## src/rtl/prefix_scan_ctrl_pkg.sv

```systemverilog
// Shared decode definitions for the legacy-prefix scanner: prefix byte values,
// segment override codes, FSM state encoding and the per-byte class record.
package prefix_scan_ctrl_pkg;

   localparam int MAX_PREFIX_DEF = 4;
   localparam int CNT_W_DEF      = 3;

   localparam logic [7:0] PFX_ES     = 8'h26;
   localparam logic [7:0] PFX_CS     = 8'h2E;
   localparam logic [7:0] PFX_SS     = 8'h36;
   localparam logic [7:0] PFX_DS     = 8'h3E;
   localparam logic [7:0] PFX_FS     = 8'h64;
   localparam logic [7:0] PFX_GS     = 8'h65;
   localparam logic [7:0] PFX_OPSIZE = 8'h66;
   localparam logic [7:0] PFX_LOCK   = 8'hF0;
   localparam logic [7:0] PFX_REPNE  = 8'hF2;
   localparam logic [7:0] PFX_REP    = 8'hF3;

   localparam logic [2:0] SEG_ES = 3'd0;
   localparam logic [2:0] SEG_CS = 3'd1;
   localparam logic [2:0] SEG_SS = 3'd2;
   localparam logic [2:0] SEG_DS = 3'd3;
   localparam logic [2:0] SEG_FS = 3'd4;
   localparam logic [2:0] SEG_GS = 3'd5;

   typedef enum logic {
      ST_SCAN = 1'b0,
      ST_HOLD = 1'b1
   } state_e;

   typedef struct packed {
      logic       is_pfx;
      logic       is_seg;
      logic       is_opsize;
      logic       is_lock;
      logic       is_rep;
      logic       is_repne;
      logic [2:0] seg;
   } pfx_class_t;

endpackage

```

## src/rtl/prefix_scan_ctrl_if.sv

```systemverilog
// Fetch-window and prefix-bundle signals between fetch, the prefix scanner and opcode decode.
interface prefix_scan_ctrl_if #(
   parameter int CNT_W = 3
);
   // Window: a byte group moves when win_valid & win_ready are both high on a clk edge;
   // bundle: it is taken when pfx_valid & pfx_ready are both high, and holds stable until then.
   logic             win_valid;
   logic [23:0]      win_bytes;
   logic             win_ready;
   logic [1:0]       shift_amt;
   logic             pfx_valid;
   logic             pfx_ready;
   logic [CNT_W-1:0] pfx_count;
   logic             opsize_ovr;
   logic             seg_ovr_vld;
   logic [2:0]       seg_ovr;
   logic             lock;
   logic             rep;
   logic             repne;
   logic             pfx_fault;

   modport master (
      output win_valid, win_bytes, pfx_ready,
      input  win_ready, shift_amt, pfx_valid, pfx_count, opsize_ovr,
             seg_ovr_vld, seg_ovr, lock, rep, repne, pfx_fault
   );

   modport slave (
      input  win_valid, win_bytes, pfx_ready,
      output win_ready, shift_amt, pfx_valid, pfx_count, opsize_ovr,
             seg_ovr_vld, seg_ovr, lock, rep, repne, pfx_fault
   );
endinterface

```

## src/rtl/prefix_scan_ctrl_pfx_byte_class.sv

```systemverilog
// Combinational classifier for one fetch byte: prefix flag, prefix kind and segment code.
module prefix_scan_ctrl_pfx_byte_class
   import prefix_scan_ctrl_pkg::*;
(
   input  logic [7:0] i_byte,
   output pfx_class_t o_cls
);

   always_comb begin
      o_cls = '0;
      case (i_byte)
         PFX_ES:     begin o_cls.is_seg = 1'b1; o_cls.seg = SEG_ES; end
         PFX_CS:     begin o_cls.is_seg = 1'b1; o_cls.seg = SEG_CS; end
         PFX_SS:     begin o_cls.is_seg = 1'b1; o_cls.seg = SEG_SS; end
         PFX_DS:     begin o_cls.is_seg = 1'b1; o_cls.seg = SEG_DS; end
         PFX_FS:     begin o_cls.is_seg = 1'b1; o_cls.seg = SEG_FS; end
         PFX_GS:     begin o_cls.is_seg = 1'b1; o_cls.seg = SEG_GS; end
         PFX_OPSIZE: o_cls.is_opsize = 1'b1;
         PFX_LOCK:   o_cls.is_lock   = 1'b1;
         PFX_REPNE:  o_cls.is_repne  = 1'b1;
         PFX_REP:    o_cls.is_rep    = 1'b1;
         default:    o_cls = '0;
      endcase
      o_cls.is_pfx = o_cls.is_seg | o_cls.is_opsize | o_cls.is_lock |
                     o_cls.is_rep | o_cls.is_repne;
   end

endmodule

```

## src/rtl/prefix_scan_ctrl.sv

```systemverilog
// Legacy-prefix scanner: consumes leading prefix bytes from 3-byte fetch windows,
// accumulates them per instruction and hands one bundle to opcode decode.
module prefix_scan_ctrl
   import prefix_scan_ctrl_pkg::*;
#(
   parameter int MAX_PREFIX = MAX_PREFIX_DEF,
   parameter int CNT_W      = CNT_W_DEF
) (
   input  logic                 clk,
   input  logic                 reset,
   input  logic                 flush,
   prefix_scan_ctrl_if.slave    bus,
   output state_e               dbg_state
);

   localparam logic [CNT_W:0] MAX_W = MAX_PREFIX[CNT_W:0];
   localparam logic [CNT_W:0] SAT_W = {1'b0, {CNT_W{1'b1}}};

   pfx_class_t       w_cls [3];
   logic [2:0]       w_take;
   logic [1:0]       w_n;
   logic [CNT_W:0]   w_sum;
   logic             w_win_ready;
   logic             w_clr;

   state_e           r_state, w_nxt_state;
   logic [CNT_W-1:0] r_cnt, w_nxt_cnt;
   logic             r_opsize, w_nxt_opsize;
   logic             r_seg_vld, w_nxt_seg_vld;
   logic [2:0]       r_seg, w_nxt_seg;
   logic             r_lock, w_nxt_lock;
   logic             r_rep, w_nxt_rep;
   logic             r_repne, w_nxt_repne;
   logic             r_fault, w_nxt_fault;

   // Byte 0 is the oldest (win_bytes[23:16]).
   for (genvar g = 0; g < 3; g++) begin : g_cls
      prefix_scan_ctrl_pfx_byte_class u_cls (
         .i_byte (bus.win_bytes[23-8*g -: 8]),
         .o_cls  (w_cls[g])
      );
   end

   assign w_take[0] = w_cls[0].is_pfx;
   assign w_take[1] = w_take[0] & w_cls[1].is_pfx;
   assign w_take[2] = w_take[1] & w_cls[2].is_pfx;
   assign w_n       = {1'b0, w_take[0]} + {1'b0, w_take[1]} + {1'b0, w_take[2]};
   assign w_sum     = {1'b0, r_cnt} + {{(CNT_W-1){1'b0}}, w_n};

   assign w_win_ready = reset & ~flush & (r_state == ST_SCAN);
   assign w_clr       = flush | ((r_state == ST_HOLD) & bus.pfx_ready);

   always_comb begin
      w_nxt_state   = r_state;
      w_nxt_cnt     = r_cnt;
      w_nxt_opsize  = r_opsize;
      w_nxt_seg_vld = r_seg_vld;
      w_nxt_seg     = r_seg;
      w_nxt_lock    = r_lock;
      w_nxt_rep     = r_rep;
      w_nxt_repne   = r_repne;
      w_nxt_fault   = r_fault;
      if (r_state == ST_SCAN && bus.win_valid) begin
         // Merge oldest to youngest so the later segment / rep prefix wins.
         for (int i = 0; i < 3; i++) begin
            if (w_take[i]) begin
               if (w_cls[i].is_opsize) w_nxt_opsize = 1'b1;
               if (w_cls[i].is_lock)   w_nxt_lock   = 1'b1;
               if (w_cls[i].is_seg) begin
                  w_nxt_seg_vld = 1'b1;
                  w_nxt_seg     = w_cls[i].seg;
               end
               if (w_cls[i].is_rep) begin
                  w_nxt_rep   = 1'b1;
                  w_nxt_repne = 1'b0;
               end
               if (w_cls[i].is_repne) begin
                  w_nxt_repne = 1'b1;
                  w_nxt_rep   = 1'b0;
               end
            end
         end
         w_nxt_cnt = (w_sum > SAT_W) ? {CNT_W{1'b1}} : w_sum[CNT_W-1:0];
         if (w_sum > MAX_W) begin
            w_nxt_fault = 1'b1;
            w_nxt_state = ST_HOLD;
         end else if (w_n != 2'd3) begin
            w_nxt_state = ST_HOLD;
         end
      end
      // Flush and the bundle handshake both retire the instruction; flush wins over any accept.
      if (w_clr) begin
         w_nxt_state   = ST_SCAN;
         w_nxt_cnt     = '0;
         w_nxt_opsize  = 1'b0;
         w_nxt_seg_vld = 1'b0;
         w_nxt_seg     = 3'd0;
         w_nxt_lock    = 1'b0;
         w_nxt_rep     = 1'b0;
         w_nxt_repne   = 1'b0;
         w_nxt_fault   = 1'b0;
      end
   end

   always_ff @(posedge clk or negedge reset) begin
      if (!reset) begin
         r_state   <= ST_SCAN;
         r_cnt     <= '0;
         r_opsize  <= 1'b0;
         r_seg_vld <= 1'b0;
         r_seg     <= 3'd0;
         r_lock    <= 1'b0;
         r_rep     <= 1'b0;
         r_repne   <= 1'b0;
         r_fault   <= 1'b0;
      end else begin
         r_state   <= w_nxt_state;
         r_cnt     <= w_nxt_cnt;
         r_opsize  <= w_nxt_opsize;
         r_seg_vld <= w_nxt_seg_vld;
         r_seg     <= w_nxt_seg;
         r_lock    <= w_nxt_lock;
         r_rep     <= w_nxt_rep;
         r_repne   <= w_nxt_repne;
         r_fault   <= w_nxt_fault;
      end
   end

   assign bus.win_ready   = w_win_ready;
   assign bus.shift_amt   = w_win_ready ? w_n : 2'd0;
   assign bus.pfx_valid   = (r_state == ST_HOLD) & ~flush;
   assign bus.pfx_count   = r_cnt;
   assign bus.opsize_ovr  = r_opsize;
   assign bus.seg_ovr_vld = r_seg_vld;
   assign bus.seg_ovr     = r_seg;
   assign bus.lock        = r_lock;
   assign bus.rep         = r_rep;
   assign bus.repne       = r_repne;
   assign bus.pfx_fault   = r_fault;
   assign dbg_state       = r_state;

endmodule

```

## src/flat_wrapper.sv

```systemverilog
// flat-port wrapper written by rule: the top's interface ports become plain ports
module prefix_scan_ctrl_flat import prefix_scan_ctrl_pkg::*;
#(
   parameter int MAX_PREFIX = MAX_PREFIX_DEF,
   parameter int CNT_W      = CNT_W_DEF
)
  (clk, reset, flush, dbg_state, bus_win_valid, bus_win_bytes, bus_pfx_ready, bus_win_ready, bus_shift_amt, bus_pfx_valid, bus_pfx_count, bus_opsize_ovr, bus_seg_ovr_vld, bus_seg_ovr, bus_lock, bus_rep, bus_repne, bus_pfx_fault);
  prefix_scan_ctrl_if #(.CNT_W(CNT_W)) bus_i ();
  input  logic clk;
  input  logic reset;
  input  logic flush;
  output state_e dbg_state;
  input wire logic [$bits(bus_i.win_valid)-1:0] bus_win_valid;
  input wire logic [$bits(bus_i.win_bytes)-1:0] bus_win_bytes;
  input wire logic [$bits(bus_i.pfx_ready)-1:0] bus_pfx_ready;
  output wire logic [$bits(bus_i.win_ready)-1:0] bus_win_ready;
  output wire logic [$bits(bus_i.shift_amt)-1:0] bus_shift_amt;
  output wire logic [$bits(bus_i.pfx_valid)-1:0] bus_pfx_valid;
  output wire logic [$bits(bus_i.pfx_count)-1:0] bus_pfx_count;
  output wire logic [$bits(bus_i.opsize_ovr)-1:0] bus_opsize_ovr;
  output wire logic [$bits(bus_i.seg_ovr_vld)-1:0] bus_seg_ovr_vld;
  output wire logic [$bits(bus_i.seg_ovr)-1:0] bus_seg_ovr;
  output wire logic [$bits(bus_i.lock)-1:0] bus_lock;
  output wire logic [$bits(bus_i.rep)-1:0] bus_rep;
  output wire logic [$bits(bus_i.repne)-1:0] bus_repne;
  output wire logic [$bits(bus_i.pfx_fault)-1:0] bus_pfx_fault;
  assign bus_i.win_valid = bus_win_valid;
  assign bus_i.win_bytes = bus_win_bytes;
  assign bus_i.pfx_ready = bus_pfx_ready;
  assign bus_win_ready = bus_i.win_ready;
  assign bus_shift_amt = bus_i.shift_amt;
  assign bus_pfx_valid = bus_i.pfx_valid;
  assign bus_pfx_count = bus_i.pfx_count;
  assign bus_opsize_ovr = bus_i.opsize_ovr;
  assign bus_seg_ovr_vld = bus_i.seg_ovr_vld;
  assign bus_seg_ovr = bus_i.seg_ovr;
  assign bus_lock = bus_i.lock;
  assign bus_rep = bus_i.rep;
  assign bus_repne = bus_i.repne;
  assign bus_pfx_fault = bus_i.pfx_fault;
  prefix_scan_ctrl #(.MAX_PREFIX(MAX_PREFIX), .CNT_W(CNT_W)) u_core (.clk(clk), .reset(reset), .flush(flush), .bus(bus_i), .dbg_state(dbg_state));
endmodule
```

## config.mk

```make
export PLATFORM = sky130hd
export DESIGN_NAME = prefix_scan_ctrl_flat
export DESIGN_NICKNAME = d
export VERILOG_FILES = /design/src/rtl/prefix_scan_ctrl_pkg.sv /design/src/rtl/prefix_scan_ctrl_if.sv /design/src/rtl/prefix_scan_ctrl_pfx_byte_class.sv /design/src/rtl/prefix_scan_ctrl.sv /design/src/flat_wrapper.sv
export SDC_FILE = /design/constraint.sdc
export NUM_CORES = 1
export LEC_CHECK = 0
export BUFFER_PORTS_ARGS = -buffer_cell sky130_fd_sc_hd__buf_4
export CAP_MARGIN = 20
export CELL_PAD_IN_SITES_DETAIL_PLACEMENT = 0
export CELL_PAD_IN_SITES_GLOBAL_PLACEMENT = 2
export CORE_UTILIZATION = 30
export CTS_BUF_LIST = sky130_fd_sc_hd__clkbuf_2 sky130_fd_sc_hd__clkbuf_4 sky130_fd_sc_hd__clkbuf_8
export CTS_CLUSTER_SIZE = 30
export DETAILED_ROUTE_END_ITERATION = 16
export PLACE_DENSITY = 0.83
export RECOVER_POWER = 50
export SYNTH_ARGS = -nofsm -noshare
export SYNTH_HDL_FRONTEND = slang
export SYNTH_HIERARCHICAL = 1
export SYNTH_SLANG_ARGS = --single-unit
export TNS_END_PERCENT = 10
```

## constraint.sdc

```tcl
create_clock -name clk -period 5.9 [get_ports clk]
set_clock_uncertainty 0.15 [all_clocks]
set_input_delay 0.295 -clock clk [delete_from_list [all_inputs] [get_ports clk]]
set_output_delay 0.295 -clock clk [all_outputs]
set_load 0.01 [all_outputs]
```

Word level (Yosys, flattened, before mapping)
Index checks and enable logic that the tools add are counted.
{"block": "word_totals", "latch_bits": 0, "in_bits": 29, "ramBits": 0, "elab_cells": 158, "mem_bits_ro": 0, "output_inout_bits": 17, "ff_bits": 13, "mem_count": 0}
{"block": "op_classes", "order_cmp": 2, "div": 0, "add_sub_neg": 3, "shifts": 0, "bitwise": 21, "multipliers": 0, "reduce_logical": 9, "muxes": 83, "eq_ne": 31}
{"operator": "$eq 8x6->1 const B", "n": 12}
{"operator": "$eq 8x7->1 const B", "n": 9}
{"operator": "$eq 8x8->1 const B", "n": 9}
{"operator": "$mux 1", "n": 68}
{"operator": "$pmux 3 s5", "n": 3}
{"operator": "$mux 3", "n": 11}
{"operator": "$reduce_or 6->1", "n": 3}
{"operator": "$or 1x1->1", "n": 13}
{"operator": "$gt 4x3->1 const B", "n": 2}
{"operator": "$and 1x1->1", "n": 6}
{"operator": "$add 3x2->4", "n": 1}
{"operator": "$reduce_and 2->1", "n": 2}
{"operator": "$reduce_bool 2->1", "n": 2}
{"operator": "$reduce_bool 3->1", "n": 1}
{"operator": "$add 1x1->2", "n": 1}
{"operator": "$add 2x1->2", "n": 1}
{"operator": "$mux 2", "n": 1}
{"operator": "$ne 2x2->1 const B", "n": 1}
{"operator": "$not 1->1", "n": 2}
{"operator": "$logic_and 1x1->1", "n": 1}

Logic depth before layout (Yosys ltp)
Gate-level depths: netlist of run 1.
{"block": "logic_depth", "ltp_word": 16, "mapped_depth": 15, "depth_no_buf": 13}

Hierarchy
Netlist of run 1, hierarchy kept.
{"module": "prefix_scan_ctrl", "area_per_inst_um2": 928.4, "seq_area_each_um2": 325.3, "instances": 1, "cells_each": 114}
{"module": "prefix_scan_ctrl_pfx_byte_class", "area_per_inst_um2": 145.1, "seq_area_each_um2": 0.0, "instances": 3, "cells_each": 22}

Least setup slack after synthesis of run 1
Ideal clock, no wire load.
{"block": "synth_path", "kind": "in2reg", "startpoint": "input port bus_win_bytes[19]", "endpoint": "register u_core.r_fault, in the netlist u_core/bus.pfx_fault", "setup_ns": 0.126, "stages": 15, "t_arrival_ns": 3.145, "required_time_ns": 5.624, "slack_ns": 2.479, "n_path_buf": 2, "cell_sequence": "or3b_1 nor3_4 o32a_2 buf_4 and2_1 clkbuf_2 inv_1 fa_1 inv_1 ha_1 fa_1 xnor2_1 nor2_1 nor2_1 o21ai_0"}
{"item": "from (decl)", "line": "flat_wrapper.sv:14", "source": "input wire logic [$bits(bus_i.win_bytes)-1:0] bus_win_bytes;"}
{"item": "to (signal assigned)", "line": "prefix_scan_ctrl.sv:125", "source": "r_fault <= w_nxt_fault;"}
{"item": "to (decl)", "line": "prefix_scan_ctrl.sv:34", "source": "logic r_fault, w_nxt_fault;"}

==> impl_metrics.yaml, run 1 <==
clocking:
  cts_hold_buffers: 1
  postCtsSetupRepairBufs: 0
  clock_latency_ns: 0.24
  cts_tree: "done"
  clockRootBuffer: "clkbuf_8"
  htreeDepth: 1
  clk_transition_reported_paths_ns: 0.06
  cts_resized: 0
  cts-buffers-inserted: 3
  cts_sinks: 13
  clockBufferDepth: 2
route:
  wl_per_cell_um: 13.5
  drc: 0
  avgViaCountPerCell: 5.33
  ant_nets: 0
  wirelength_mm: 3.74
  first_iter_violations: 109
  num_vias: 1477
  dr.pass1.iters: 4
global_routing:
  antenna_found_initial: 0
  first_global_vias: 1421
  grt_start_max_net_pins: 15
  grt_overflow: 0
  gr-usage-all-layers_pct: 16.0
  grt_first_pass_wirelength_mm: 6.31
die:
  dieWidth_um: 69.4
  start_util_pct: 31.3
  rows: 24
  fp.dieH_um: 69.4
  die_area_um2: 4820
  core_um2: 4350
  io_pins: 46
yosys:
  syn-num-nets: 213
  synth_area_per_cell_um2: 7.58
  synthMuxAreaShare_pct: 0
  yosysTopAreaCell: "dfrtp_1"
  ys_ff_latch: 13
  synth_cell_type_count: 40
  ys_warn_count: 6
  synthDominantCellAreaShare_pct: 23.9
  synth_simple_gate_area_share_pct: 38.8
  netlist_top_cells_area: "dfrtp_1 24%, nor2_1 6.3%, nand2_1 5.2%"
  synth_compound_area_share_pct: 25.7
  synth_xor_area_share_pct: 0.642
  ys_seq_area_share_pct: 23.9
  synthCells: 180
  synth_top_family_by_area: "simple AND/OR/NAND/NOR gates"
  netlist_area_um2: 1360
  synth_fa_ha_area_share_pct: 4.77
placement:
  place_area_um2: 1730
  routabilityCongestion: 0.846
  dp_hpwl_mm: 3.09
  place_ws_ns: 2.08
  place_inst: 272
  portBuffers: 45
timing:
  fmax_mhz: 278
  hold_ws_ns: 0.205
  rsz0062_at_grt: "false"
  max-slew-margin-rel_pct: 48.2
  tightest_slew_ns: 0.777
  hold_viol_final: 0
  min_period_ns: 3.60
  slew_violations: 0
  setup_slack_ns: 2.30
  finalCritPeriodShare_pct: 61.0
  final.setup.tns_ns: 0
  setup_viol: 0
finish:
  insertedDiodeCount: 0
  finalInstanceArea_um2: 1760
  instances_no_fill: 277
  drive_gt1_share_pct: 26.7
  finalNetCount: 259
  syn_to_final_growth_pct: 29.0
  final_core_util_pct: 40.4
setup_path:
  arrival_ns: 3.56
  crit_cells: 14
  reg2reg_to: "u_core/bus.seg_ovr[0]$_DFFE_PN0P_"
  endpoint: "u_core/bus.pfx_fault$_DFFE_PN0P_"
  start_kind: "input pin"
  ff2ff_path_depth: 4
  reg2reg_setup_slack_ns: 3.97
  path_buf_inv: 3
  timing.critical_path.from: "bus_win_bytes[19]"
  path_delay_family: "adder cells"
  crit_fanout: 10
  critPathMaxStageDelay_ns: 0.58
  endpoint_kind: "flop"
  worstPathRequired_ns: 5.87
  worst-setup-path-type: "in -> reg"
  worst_path_max_delay_cell: "fa_1"
  r2r-start: "u_core/dbg_state$_DFFE_PN0P_"
  worstPathCellList: "buf_4, or3b_1, nor3_4, o32a_2, and2_1, inv_1, fa_1, inv_1, ha_1, fa_1, xnor2_1, nor2_1, nor2_1, o21ai_0"
power_and_ir_drop:
  irDropWorstVdd_v: 0.0000725
  total_power_uw: 222
  power.density_nw_per_um2: 126
  power_leakage_nw: 0.788
run:
  drv_cap: 0
worst_hold_path:
  hold_class: "in -> reg"
run_status:
  status: "finished, final reports clean"
==> Yosys cell counts <==
cell	n
and2_2	3
dfrtp_1	13
nor3_4	4
a222oi_1	1
o21ai_1	1
buf_4	1
nor3b_1	1
o2bb2ai_1	1
a31oi_1	1
a21oi_2	1
clkbuf_1	1
buf_2	1
o21a_1	4
inv_1	14
fa_1	2
or2_2	6
a221oi_1	3
a22o_2	3
o21ai_0	12
nand3b_1	3
xnor2_1	1
o32a_2	3
buf_6	1
clkbuf_2	1
nand4b_1	4
ha_1	2
a221o_1	2
and3_1	1
a22oi_1	1
nand2b_1	3
nor3_1	14
nor2_1	23
nor2b_1	3
or3b_1	7
a21oi_1	11
o22ai_1	3
nand2_1	19
o31ai_1	1
and2_1	1
a21o_1	3
==> power by group <==
part           internal (mW)  switching [mW]  total (mW)  leakage [nW]
Sequential            0.0898         0.00128      0.0911         0.180
Clock                 0.0523          0.0333      0.0856        0.0262
Combinational         0.0216          0.0242      0.0458         0.582
==> final cells by class <==
type	count	area, µm²
sequential	13	325
fill	455	2590
inverter	14	52.6
multi-input combinational	148	953
clock buffer	4	48.8
timing repair buffer	46	314
tap	52	65.1
==> worst min path at each step <==
stage / from / endpoint / cells after the start
floorplan: reset / u_core/bus.lock$_DFFE_PN0P_ / 0
global placement: reset / u_core/bus.pfx_count[2]$_DFFE_PN0P_ / 1
detailed placement: reset / u_core/bus.pfx_count[2]$_DFFE_PN0P_ / 1
CTS: bus_pfx_ready / u_core/bus.seg_ovr_vld$_DFFE_PN0P_ / 3
global route: bus_pfx_ready / u_core/bus.opsize_ovr$_DFFE_PN0P_ / 3
finish: bus_pfx_ready / u_core/bus.seg_ovr_vld$_DFFE_PN0P_ / 3
==> state kept, by name (all words and copies together), names as in the netlist <==
name	cells
u_core/bus.rep	1
u_core/bus.lock	1
u_core/bus.opsize_ovr	1
u_core/dbg_state	1
u_core/bus.pfx_fault	1
u_core/bus.repne	1
u_core/bus.pfx_count	3
u_core/bus.seg_ovr	3
u_core/bus.seg_ovr_vld	1
==> cell usage in the layout (no fill, tap or decap), drive strengths merged, types with 4 or more instances in the layout <==
cell    instances
o21a            4
buf            36
nor3           18
or2             6
nor2           23
a21oi          12
nand4b          4
and2            4
dfrtp          13
inv            14
nand2          19
clkbuf         13
or3b            7
o21ai          13
==> worst register-to-register path, delay by kind of cell, from the launching register on <==
| kind | cells | cell delay (ns) |
|---|---|---|
| AND/OR/NAND/NOR | 1 | 0.60 |
| flip-flops | 1 | 0.47 |
| AO/OA/AOI/OAI | 3 | 0.65 |
==> logic make-up (layout without fill, tap and decap cells) <==
group,Yosys count,count (layout)
flip-flops,13,13
AO/OA/AOI/OAI,51,51
AND/OR/NAND/NOR,92,92
buffers and inverters,19,64
XOR/XNOR,1,1
adder cells (fa/ha/maj),4,4
==> per-layer routing <==
metal,wire length (µm),part of all wire (%),global-route usage (%),vias up
met1,1820,49,20.9,685
met4,27,0.72,3.85,0
met2,1730,46,26.9,41
li1,-,-,-,747
met5,0,0,0,-
met3,159,4.3,3.34,4
(Power assumes the default switching activity.)
==> run 2: changes to the inputs <==
ABC_AREA = 1   (was default)
CORE_UTILIZATION = 23   (was 30)
PLACE_DENSITY = 0.75   (was 0.83)
clock period = 3.15 ns   (was 5.9 ns; I/O delays follow)
==> impl_metrics.yaml, run 2 <==
power_and_ir_drop:
  irDropWorstVdd_v: 0.000193
  power_leakage_nw: 1.11
  combPwrFrac_pct: 23.5
  power.share.clock_pct: 36.8
  pwr-share-seq_pct: 39.7
  switchingPower_uw: 119
  p_int_uw: 309
  p_sw_share_pct: 27.7
  power.density_nw_per_um2: 221
yosys:
  ys_async_sr_fraction_pct: 100
  synth_most_common_cell: "nand2_1"
  ys_warn_count: 6
  synthTopCellsByCount: "96 x nand2_1, 42 x inv_1, 42 x nor2_1"
  syn-num-nets: 298
  synth_area_per_cell_um2: 5.52
  ys_ff_latch: 13
  ys.flop_type: "dfrtp_1"
  synth-edff-count: 0
  synthCells: 265
  synthDominantCellAreaShare_pct: 24.6
  synth_cell_type_count: 20
  ys_seq_area_share_pct: 22.2
  yosysTopAreaCell: "nand2_1"
  netlist_area_um2: 1460
  netlist_top_cells_area: "nand2_1 25%, dfrtp_1 22%, inv_1 11%"
clocking:
  cts_tree: "done"
  clk_transition_reported_paths_ns: 0.06
  clockRootBuffer: "clkbuf_8"
  clock_latency_ns: 0.24
  htreeDepth: 1
  cts_resized: 0
  cts-buffers-inserted: 3
  cts_sinks: 13
  clockBufferDepth: 2
worst_hold_path:
  hold_start: "bus_pfx_ready"
  hold_class: "in -> reg"
  hold_path_depth: 4
setup_path:
  worstPathRequired_ns: 3.17
  crit_fanout: 5
  arrival_ns: 2.83
  reg2reg_to: "u_core/dbg_state$_DFFE_PN0P_"
  ff2ff_path_depth: 6
  endpoint_kind: "flop"
  start_kind: "input pin"
  worst-setup-path-type: "in -> reg"
  r2r-start: "u_core/bus.pfx_count[0]$_DFFE_PN0P_"
  timing.critical_path.from: "bus_win_bytes[18]"
  endpoint: "u_core/dbg_state$_DFFE_PN0P_"
  reg2reg_setup_slack_ns: 1.43
timing:
  finalCritPeriodShare_pct: 89.2
  max-slew-margin-rel_pct: 48.1
  tightest_slew_ns: 0.779
  final.setup.tns_ns: 0
  min_period_ns: 2.81
  slew_violations: 0
  fmax_mhz: 356
  hold_viol_final: 0
  setup_slack_ns: 0.339
  setup_viol: 0
  rsz0062_at_grt: "false"
placement:
  portBuffers: 45
  place_ws_ns: 0.0708
  dp_hpwl_mm: 3.50
  routabilityCongestion: 0.725
finish:
  finalNetCount: 351
  fill_cells: 718
  syn_to_final_growth_pct: 32.2
  multi_input_area_um2: 938
  mostFrequentLayoutCells: "96 x nand2_1, 42 x inv_1, 42 x nor2_1"
  drive_gt1_share_pct: 24.3
  insertedDiodeCount: 0
  final_common_cell: "nand2_1"
  regArea_um2: 325
route:
  num_vias: 1617
  ant_nets: 0
  drc: 0
  first_iter_violations: 54
  dr.pass1.iters: 4
  wl_per_cell_um: 10.4
  avgViaCountPerCell: 4.13
  wirelength_mm: 4.06
die:
  start_util_pct: 24.3
  die_area_um2: 6690
  rows: 28
  core_um2: 6030
  io_pins: 46
  fp.dieH_um: 81.8
  dieWidth_um: 81.8
global_routing:
  gr-usage-all-layers_pct: 12.9
  antenna_found_initial: 0
  grt_start_max_net_pins: 15
  grt_first_pass_wirelength_mm: 6.71
  grt_overflow: 0
  first_global_vias: 1603
run:
  drv_cap: 0
run_status:
  status: "finished, final reports clean"
-- run 2: cell count changes after synthesis, sizes merged, moves of 7 or more --
cell	previous run	this run
inv	14	51
nand2	19	99
nand3	0	14
nor2	23	61
nor3	18	0
or3b	7	0
-- run 2: critical path, stage by stage --
cell	delay (ns)
buf_4	0.13
nor2_2	0.13
nand2_1	0.06
nor2_1	0.14
nor2_1	0.06
nand3_1	0.19
nand2_2	0.16
nor2_4	0.11
inv_1	0.06
fa_1	0.49
inv_1	0.06
ha_1	0.21
fa_1	0.41
xnor2_1	0.13
nand2_1	0.08
nand3_1	0.10
a21oi_1	0.13
-- run 2: per-layer routing --
layer	up-vias	GRT usage, %	share of wire (%)	wire length (µm)
met3	2	2.00	2.8	113
met2	24	23.5	49	2000
met5	-	0	0	0
li1	887	-	-	-
met4	0	2.98	0.62	25
met1	704	15.8	47	1930
-- run 2: cell families after synthesis --
logic type	after synthesis	share of synthesized area (%)
compound gates	18	6.92
xor+xnor	1	0.598
fa+ha+maj	4	4.44
buf+inv	53	13.7
flops	13	22.2
simple gates	176	52.1
-- run 2: worst min path at each step --
stage          slack, ns                               end
3_3_place_gp       -0.13        u_core/bus.rep$_DFFE_PN0P_
5_1_grt             0.16  u_core/bus.pfx_fault$_DFFE_PN0P_
2_1_floorplan      -0.29       u_core/bus.lock$_DFFE_PN0P_
3_5_place_dp       -0.13        u_core/bus.rep$_DFFE_PN0P_
6_report            0.15  u_core/bus.pfx_fault$_DFFE_PN0P_
4_1_cts             0.14  u_core/bus.pfx_fault$_DFFE_PN0P_
-- run 2: cell type report --
cell class              instances  share of cell area (%)
inverters                      53                    10.3
well taps                      75                    4.85
flip-flops and latches         13                    16.8
multi-input cells             199                    48.5
clock buffers                   4                    2.52
repair buffers                 48                    17.0
-- run 2: timing repair --
item,4_1_cts,5_1_grt
setup buffers,0,0
hold buffers,1,0
hold endpoints to repair,13,0
-- run 2: stage by stage --
stage	power (mW)	util [%]	instance area (µm²)	hold WS, ns	instances
after floorplan	0.219	-	1460	-0.288	265
after global placement	0.276	31.7	1910	-0.130	387
after detailed placement	0.275	31.7	1910	-0.130	387
after CTS	0.435	32.7	1970	0.139	392
after global routing	0.454	32.1	1940	0.161	392
final	0.428	32.1	1940	0.147	392
-- run 2: power by group through the flow --
stage	sequential, mW	combinational [mW]	clock, mW
floorplan	0.173	0.0459	0
global placement	0.173	0.103	0
detailed placement	0.173	0.102	0
CTS	0.170	0.103	0.162
global route	0.170	0.113	0.170
finish	0.170	0.100	0.157
==> run 3: changes to the inputs <==
SYNTH_HIERARCHICAL = default   (was 1)
==> impl_metrics.yaml, run 3 <==
run_status:
  status: "finished, final reports clean"
finish:
  mostFrequentLayoutCells: "80 x nand2_1, 38 x inv_1, 36 x buf_4"
  finalNetCount: 322
  drive_gt1_share_pct: 20.4
  final_common_cell: "nand2_1"
  insertedDiodeCount: 0
  syn_to_final_growth_pct: 32.8
setup_path:
  path_buf_inv: 5
  start_kind: "input pin"
  worstPathRequired_ns: 3.17
  worst_path_max_delay_cell: "fa_1"
  worst-setup-path-type: "in -> reg"
  worstPathCellList: "buf_4, inv_1, nand2_1, nor2_1, nand2_1, nand2_2, inv_1, nand2_2, nand2_8, o21ai_0, inv_1, ha_1, inv_1, fa_1, a21oi_1, nand2_1, a31oi_1"
  crit_fanout: 8
  cpMostUsedCell: "inv_1"
  path_delay_family: "simple AND/OR/NAND/NOR gates"
  arrival_ns: 2.47
  critPathMaxStageDelay_ns: 0.43
  endpoint_kind: "flop"
yosys:
  yosysTopAreaCell: "dfrtp_1"
  netlist_top_cells_area: "dfrtp_1 24%, nand2_1 22%, inv_1 10%"
  synthCells: 239
  syn-num-nets: 271
  ys_warn_count: 0
  synth_most_common_cell: "nand2_1"
  synth_area_per_cell_um2: 5.78
  ys_seq_area_share_pct: 23.6
  ys_ff_latch: 13
  synth-edff-count: 0
  synthDominantCellAreaShare_pct: 23.6
  netlist_area_um2: 1380
  synthTopCellsByCount: "80 x nand2_1, 38 x inv_1, 32 x nor2_1"
  ys_async_sr_fraction_pct: 100
  ys.flop_type: "dfrtp_1"
  synth_cell_type_count: 26
timing:
  tightest_slew_ns: 0.758
  min_period_ns: 2.45
  max-slew-margin-rel_pct: 49.4
  setup_slack_ns: 0.697
  fmax_mhz: 408
  setup_viol: 0
  slew_violations: 0
  rsz0062_at_grt: "false"
  hold_viol_final: 0
  finalCritPeriodShare_pct: 77.9
  final.setup.tns_ns: 0
global_routing:
  grt_start_max_net_pins: 15
  grt_first_pass_wirelength_mm: 6.69
  antenna_found_initial: 0
  grt_overflow: 0
  first_global_vias: 1461
  gr-usage-all-layers_pct: 13.5
route:
  ant_nets: 0
  num_vias: 1533
  avgViaCountPerCell: 4.25
  dr.pass1.iters: 4
  wl_per_cell_um: 11.1
  drc: 0
  wirelength_mm: 4.00
  first_iter_violations: 50
clocking:
  clock_latency_ns: 0.24
  cts-buffers-inserted: 3
  cts_tree: "done"
  cts_resized: 0
  clockRootBuffer: "clkbuf_8"
  clockBufferDepth: 2
  cts_sinks: 13
  clk_transition_reported_paths_ns: 0.06
  htreeDepth: 1
die:
  fp.dieH_um: 79.5
  die_area_um2: 6320
  io_pins: 46
  start_util_pct: 24.5
  rows: 27
  core_um2: 5640
  dieWidth_um: 79.5
worst_hold_path:
  hold_class: "in -> reg"
power_and_ir_drop:
  irDropWorstVdd_v: 0.0000928
  total_power_uw: 432
  power.density_nw_per_um2: 235
  power_leakage_nw: 1.04
run:
  drv_cap: 0
placement:
  dp_hpwl_mm: 3.39
  portBuffers: 45
  place_ws_ns: 0.427
  routabilityCongestion: 0.840
-- run 3: cell count changes after synthesis, moves of 4 or more --
cell / change
nand2_1: -16
inv_2: -8
nand3_1: +8
nor2_1: -10
inv_1: -4
nand4_1: +5
nor2_2: -9
o21ai_0: +8
-- run 3: worst paths after layout --
| kind | startpoint | to | slack (ns) | depth (start not counted) |
|---|---|---|---|---|
| setup / recovery | bus_win_bytes[12] | u_core.dbg_state$_DFFE_PN0P_ | 0.70 | 17 |
| hold / removal | bus_pfx_ready | u_core.bus.seg_ovr_vld$_DFFE_PN0P_ | 0.05 | 4 |
| setup reg to reg | u_core.bus.pfx_count[0]$_DFFE_PN0P_ | u_core.dbg_state$_DFFE_PN0P_ | 1.29 | 8 |
| hold reg to reg | u_core.bus.seg_ovr_vld$_DFFE_PN0P_ | u_core.bus.seg_ovr_vld$_DFFE_PN0P_ | 0.37 | 2 |
| max in group asynchronous | reset | u_core.bus.pfx_count[0]$_DFFE_PN0P_ | 2.03 | 2 |
| min in group asynchronous | reset | u_core.bus.seg_ovr[2]$_DFFE_PN0P_ | 0.34 | 2 |
-- run 3: layout make-up --
| type | instances | area [µm²] |
|---|---|---|
| Tap cell | 72 | 90.1 |
| Multi-Input combinational cell | 185 | 897 |
| Sequential cell | 13 | 325 |
| Inverter | 41 | 159 |
| Fill cell | 642 | 3810 |
| Timing Repair Buffer | 46 | 314 |
| Clock buffer | 4 | 48.8 |
-- run 3: kinds of logic after synthesis --
logic type	after synthesis	share of synthesized area, %
XOR/XNOR	1	0.634
AO/OA/AOI/OAI	26	10.1
flip-flops	13	23.6
adder cells (fa/ha/maj)	3	3.26
AND/OR/NAND/NOR	155	51.0
buffers and inverters	41	11.5
-- run 3: where the power goes --
part           switching (mW)  internal [mW]  total [mW]  leakage [nW]
clock network          0.0648         0.0982       0.163        0.0262
logic                  0.0576         0.0411      0.0988         0.833
registers             0.00131          0.169       0.170         0.180
total                   0.124          0.308       0.432          1.04
-- run 3: what timing repair did --
item | 4_1_cts | 5_1_grt
setup buffers | 0 | 0
hold buffers | 1 | 0
hold endpoints to repair | 13 | 0
-- run 3: routing by layer --
metal,up-vias,routed length [µm],global-route usage (%)
met5,-,0,0
met4,0,60,4.91
met3,5,148,1.14
met2,36,1690,21.2
met1,642,2110,19.2
li1,850,-,-
-- run 3: metrics by stage --
stage / instance area [µm²] / utilization [%] / hold slack [ns] / instances
floorplan: 1380 / - / -0.288 / 239
global placement: 1810 / 32.1 / -0.131 / 356
detailed placement: 1810 / 32.1 / -0.130 / 356
CTS: 1870 / 33.1 / 0.0493 / 361
global route: 1830 / 32.5 / 0.0793 / 361
finish: 1830 / 32.5 / 0.0476 / 361
-- run 3: worst register-to-register path: stages, from the launching register on --
cell and delay, ns:
dfrtp_1 0.38, ha_1 0.18, inv_1 0.06, fa_1 0.41, xnor2_1 0.16, nor2_1 0.08
a21oi_1 0.12, nand2_1 0.08, a31oi_1 0.16
